--- src/rtl/inst_encoder.sv ---
// RV32I instruction encoder: packs decoded fields into 32-bit words tagged with a byte address.
// Optional macro IMM_CHECK_EN rejects immediates that would not survive re-decoding.
module inst_encoder #(
    parameter int ADDR_W = 16,
    parameter logic [ADDR_W-1:0] RESET_ADDR = '0
) (
    input  logic              clk,
    input  logic              rst,
    input  logic              in_valid,
    output logic              in_ready,
    input  logic [6:0]        in_op,
    input  logic [2:0]        in_funct3,
    input  logic [6:0]        in_funct7,
    input  logic [4:0]        in_rd,
    input  logic [4:0]        in_rs1,
    input  logic [4:0]        in_rs2,
    input  logic [31:0]       in_imm,
    input  logic              addr_load,
    input  logic [ADDR_W-1:0] addr_value,
    output logic              out_valid,
    input  logic              out_ready,
    output logic [31:0]       out_inst,
    output logic [ADDR_W-1:0] out_addr,
    output logic              err,
    output logic [7:0]        err_cnt
);

    localparam logic [6:0] OP_LUI    = 7'b0110111;
    localparam logic [6:0] OP_AUIPC  = 7'b0010111;
    localparam logic [6:0] OP_JAL    = 7'b1101111;
    localparam logic [6:0] OP_JALR   = 7'b1100111;
    localparam logic [6:0] OP_BRANCH = 7'b1100011;
    localparam logic [6:0] OP_LOAD   = 7'b0000011;
    localparam logic [6:0] OP_STORE  = 7'b0100011;
    localparam logic [6:0] OP_OPIMM  = 7'b0010011;
    localparam logic [6:0] OP_OP     = 7'b0110011;

    logic              out_valid_q, out_valid_d;
    logic [31:0]       out_inst_q, out_inst_d;
    logic [ADDR_W-1:0] out_addr_q, out_addr_d;
    logic              err_q, err_d;
    logic [7:0]        err_cnt_q, err_cnt_d;
    logic [ADDR_W-1:0] addr_q, addr_d;

    logic [31:0]       enc_inst;
    logic              op_ok;
    logic              imm_ok;
    logic              is_shift;
    logic              accept;
    logic              legal;
    logic [ADDR_W-1:0] addr_base;

    assign is_shift = (in_op == OP_OPIMM) && (in_funct3 == 3'b001 || in_funct3 == 3'b101);

    always_comb begin
        enc_inst = '0;
        op_ok    = 1'b1;
        case (in_op)
            OP_OP:     enc_inst = {in_funct7, in_rs2, in_rs1, in_funct3, in_rd, in_op};
            OP_OPIMM: begin
                if (is_shift)
                    enc_inst = {in_funct7, in_imm[4:0], in_rs1, in_funct3, in_rd, in_op};
                else
                    enc_inst = {in_imm[11:0], in_rs1, in_funct3, in_rd, in_op};
            end
            OP_LOAD, OP_JALR:
                       enc_inst = {in_imm[11:0], in_rs1, in_funct3, in_rd, in_op};
            OP_STORE:  enc_inst = {in_imm[11:5], in_rs2, in_rs1, in_funct3, in_imm[4:0], in_op};
            OP_BRANCH: enc_inst = {in_imm[12], in_imm[10:5], in_rs2, in_rs1, in_funct3,
                                   in_imm[4:1], in_imm[11], in_op};
            OP_LUI, OP_AUIPC:
                       enc_inst = {in_imm[31:12], in_rd, in_op};
            OP_JAL:    enc_inst = {in_imm[20], in_imm[10:1], in_imm[11], in_imm[19:12], in_rd, in_op};
            default:   op_ok = 1'b0;
        endcase
    end

`ifdef IMM_CHECK_EN
    // True when bits [31:b] are all copies of bit b.
    function automatic logic sext_ok(input logic [31:0] v, input int b);
        logic [31:0] s;
        s = $signed(v) >>> b;
        return (s == '0) || (s == '1);
    endfunction

    always_comb begin
        imm_ok = 1'b1;
        case (in_op)
            OP_OPIMM:  imm_ok = is_shift ? (in_imm[31:5] == '0) : sext_ok(in_imm, 11);
            OP_LOAD, OP_JALR, OP_STORE:
                       imm_ok = sext_ok(in_imm, 11);
            OP_BRANCH: imm_ok = sext_ok(in_imm, 12) && !in_imm[0];
            OP_JAL:    imm_ok = sext_ok(in_imm, 20) && !in_imm[0];
            OP_LUI, OP_AUIPC:
                       imm_ok = (in_imm[11:0] == '0);
            default:   imm_ok = 1'b1;
        endcase
    end
`else
    assign imm_ok = 1'b1;
`endif

    assign in_ready  = !out_valid_q || out_ready;
    assign accept    = in_valid && in_ready;
    assign legal     = accept && op_ok && imm_ok;
    assign addr_base = addr_load ? addr_value : addr_q;

    always_comb begin
        out_valid_d = out_valid_q;
        out_inst_d  = out_inst_q;
        out_addr_d  = out_addr_q;
        err_d       = accept && !legal;
        err_cnt_d   = err_cnt_q;
        addr_d      = addr_base;
        if (accept) begin
            out_valid_d = legal;
        end else if (out_ready) begin
            out_valid_d = 1'b0;
        end
        if (legal) begin
            out_inst_d = enc_inst;
            out_addr_d = addr_base;
            addr_d     = addr_base + ADDR_W'(4);
        end
        // Rejects saturate so a long stream of bad bundles cannot wrap back to zero.
        if (err_d && err_cnt_q != 8'hFF)
            err_cnt_d = err_cnt_q + 8'd1;
    end

    always_ff @(posedge clk) begin
        if (rst) begin
            out_valid_q <= 1'b0;
            out_inst_q  <= '0;
            out_addr_q  <= '0;
            err_q       <= 1'b0;
            err_cnt_q   <= '0;
            addr_q      <= RESET_ADDR;
        end else begin
            out_valid_q <= out_valid_d;
            out_inst_q  <= out_inst_d;
            out_addr_q  <= out_addr_d;
            err_q       <= err_d;
            err_cnt_q   <= err_cnt_d;
            addr_q      <= addr_d;
        end
    end

    assign out_valid = out_valid_q;
    assign out_inst  = out_inst_q;
    assign out_addr  = out_addr_q;
    assign err       = err_q;
    assign err_cnt   = err_cnt_q;

endmodule

--- config.mk ---
export PLATFORM = sky130hd
export DESIGN_NAME = inst_encoder
export DESIGN_NICKNAME = d
export VERILOG_FILES = /design/src/rtl/inst_encoder.sv
export SDC_FILE = /design/constraint.sdc
export NUM_CORES = 1
export LEC_CHECK = 0
export CAP_MARGIN = 20
export CORE_MARGIN = 3
export CORE_UTILIZATION = 30
export CTS_CLUSTER_DIAMETER = 80
export DETAILED_ROUTE_END_ITERATION = 16
export HOLD_SLACK_MARGIN = 0.08
export PLACE_DENSITY_LB_ADDON = 0.3
export SLEW_MARGIN = 5
export SYNTH_ARGS = -nofsm -noshare
export SYNTH_HDL_FRONTEND = slang
export SYNTH_SLANG_ARGS = --single-unit
--- constraint.sdc ---
create_clock -name clk -period 2.4 [get_ports clk]
set_input_delay 0.24 -clock clk [delete_from_list [all_inputs] [get_ports clk]]
set_output_delay 0.24 -clock clk [all_outputs]
set_load 0.05 [all_outputs]
==> impl_metrics.yaml <==
clocking:
  path_clk_slew_ns: 0.06
  clkLatencyLatePin_ns: 0.34
  cts_max_level: 3
  tritoncts: "built"
  cts_resized: 0
  post_cts_buffers: 0
  cts_max_path_buffers: 2
  cts_made_buffers: 9
  root_buffer: "clkbuf_16"
  hold_buffers: 0
  cts_sinks: 74
critical_path:
  critPathMaxStageDelay_ns: 0.59
  worstPathCellList: "clkdlybuf4s50_1 > mux2i_1 > inv_1 > ha_1 > and3_1 > o211ai_1 > and4bb_2 > mux2_2"
  worst-path-buf-inv: 2
  path_class: "input port to flop"
  endpoint_kind: "flop"
  reg2reg_setup_slack_ns: 0.59
  critPathMaxFanout: 5
  crit_slowest_cell: "clkdlybuf4s50_1"
  startpoint_type: "input port"
  arrival_ns: 2.30
  cp.required_ns: 2.63
  cp_top_family: "buffers and inverters"
timing:
  report.final.slew_viol_count: 0
  slew_headroom_pct: 58.8
  finalCritPeriodShare_pct: 86.2
  skew_ns: 0.00512
  hold_viol: 0
  rsz0062_at_grt: "no"
  worstMarginPinSlew_ns: 0.616
  fmax_mhz: 483
  period_minus_slack_ns: 2.07
  tns_ns: 0
  setup_viol: 0
synthesis:
  yosys-mux-area-fraction_pct: 5.13
  synth_compound_area_share_pct: 23.9
  synth.avg_cell_area_sq_um: 8.71
  yosysSeqAreaShare_pct: 41.6
  syn_inst: 409
  synth-seq-cells: 74
  yosys_warnings: 0
  synth-edff-count: 0
  synthFlopType: "dfxtp_1"
  synth_top_family_by_area: "compound AO/OA/AOI/OAI gates"
  ys_types: 55
  synth_top_area_share_pct: 41.6
  synth.cell_area_sq_um: 3560
  synthXorXnorAreaFrac_pct: 0.983
  synth_area_leader_cell: "dfxtp_1"
  synth_nets: 496
  ys_top_cells_by_area: "dfxtp_1 42%, nor2_1 7.1%, a211oi_1 5.3%"
  synthSimpleGateAreaFrac_pct: 23.3
  synthAdderAreaFrac_pct: 0.702
  synth-async-reset-ratio_pct: 0
layout:
  antenna_cells: 0
  synthToLayoutAreaGrowth_pct: 59.7
  seq_area_sq_um: 1480
  n_fill_cell: 1110
  layout-drive-gt1-share_pct: 11.6
  design_area_sq_um: 5690
  multi_input_area_sq_um: 1940
  layout.nets: 660
drt:
  drc: 0
  post_drt_wl_per_cell_microns: 16.2
  vias: 3843
  first_pass_iters: 5
  antenna_left: 0
  viasPerCell: 5.33
  drt-total-wl_microns: 11700
  first_iter_violations: 334
global_routing:
  grt_max_degree: 42
  top_usage_layer: "met2"
  grt_pass1_wl_microns: 18400
  globalRouteMet3Util_pct: 4.26
  grtUsageMet2_pct: 28.1
  antenna_found_initial: 0
  overflow: 0
  use_met1_pct: 22.3
  grt_pass1_vias: 3698
  track_usage_pct: 17.5
run_status:
  status: "finished clean"
floorplanning:
  coreArea_sq_um: 11500
  io_pins: 144
  rows: 39
  die-height_microns: 115
  dieArea_sq_um: 13200
  start_util_pct: 30.9
  die_w_microns: 115
job:
  max_cap_viol_count: 0
placed_design:
  placed_area_sq_um: 5370
  port_buffers: 143
  dp.final_hpwl_microns: 8980
  gp_congestion: 0.838
hold_path:
  hp-class: "input port to flop"
power_and_ir_drop:
  p_leak_uw: 0.00209
  powerDensity_nw_per_um2: 576
  power.total_uw: 3280
  ir_worst_vdd_v: 0.000361
==> logic make-up (layout without fill, tap and decap cells) <==
group / count (synthesis) / after routing
DFF: 74 / 74
buffers and inverters: 32 / 201
adders and majority gates: 2 / 2
xor gates and xnor gates: 4 / 4
AOI/OAI and AO/OA: 114 / 114
muxes: 18 / 18
and+or+nand+nor: 165 / 165
==> power breakdown <==
| part | switching (uW) | total (uW) | internal (uW) | leakage, uW |
|---|---|---|---|---|
| combinational | 275 | 542 | 267 | 0.00134 |
| sequential | 21.2 | 1290 | 1270 | 0.000602 |
| clock | 533 | 1440 | 912 | 0.000145 |
| total | 829 | 3280 | 2450 | 0.00209 |
==> metal layers <==
| layer | vias up | part of all wire, % |
|---|---|---|
| met2 | 132 | 47 |
| met1 | 1801 | 44 |
| met4 | 0 | 2.3 |
| met3 | 26 | 6.6 |
| met5 | - | 0 |
| li1 | 1884 | - |
==> placed cells by master (no fill, tap or decap), drive strengths merged, types with 5 or more instances in the layout <==
cell type,instances
a211oi,25
a21oi,20
a221oi,15
a222oi,10
and3,5
buf,38
clkbuf,10
clkdlybuf4s50,142
dfxtp,74
inv,5
mux2i,16
nand2,21
nand2b,5
nand3,11
nand4,9
nor2,67
nor2b,6
nor3,18
o21ai,14
or3,5
==> synth_stat cells, drive strengths merged, types with 3 or more instances <==
cell type / number
nor2: 67
nand3b: 4
o31ai: 3
and3: 5
mux2i: 16
nand2: 21
nor3: 18
a21o: 4
nand3: 11
o2111ai: 3
o21ai: 14
clkbuf: 11
dfxtp: 74
a32oi: 3
a221oi: 15
nand4: 9
xnor2: 4
buf: 16
or3: 5
a31o: 4
a211oi: 25
nor2b: 6
a21oi: 20
inv: 5
a222oi: 10
or4: 3
nand2b: 5
==> path summary, 6_finish.rpt <==
check              start     endpoint  cells past startpoint
min reg2reg  out_inst[3]  out_inst[3]                      2
max reg2reg    addr_q[2]   addr_q[14]                      7
max            addr_load   addr_q[14]                      8
min                  rst    addr_q[6]                      2
==> registers in the layout, summed over array words and instances (netlist names) <==
register and cells:
out_inst 32, addr_q 16, out_addr 16, err_cnt 8, err 1, out_valid 1
==> through the flow <==
stage / utilization (%) / setup WS, ns / cells / hold slack [ns]
floorplan: - / 0.0135 / 409 / 0.388
global placement: 46.6 / 0.0508 / 705 / 0.449
detailed placement: 46.6 / -0.0301 / 705 / 0.456
CTS: 49.4 / 0.330 / 721 / 0.280
global route: 49.4 / 0.229 / 721 / 0.331
finish: 49.4 / 0.331 / 721 / 0.286
==> area by class of cell <==
cell class,count,area share (%)
Tap cell,143,3.14
Inverter,5,0.330
Timing Repair Buffer,180,30.8
Clock inverter,6,1.61
Multi-Input combinational cell,303,34.0
Sequential cell,74,26.0
Clock buffer,10,4.02
Power figures use the tool's default switching activity.
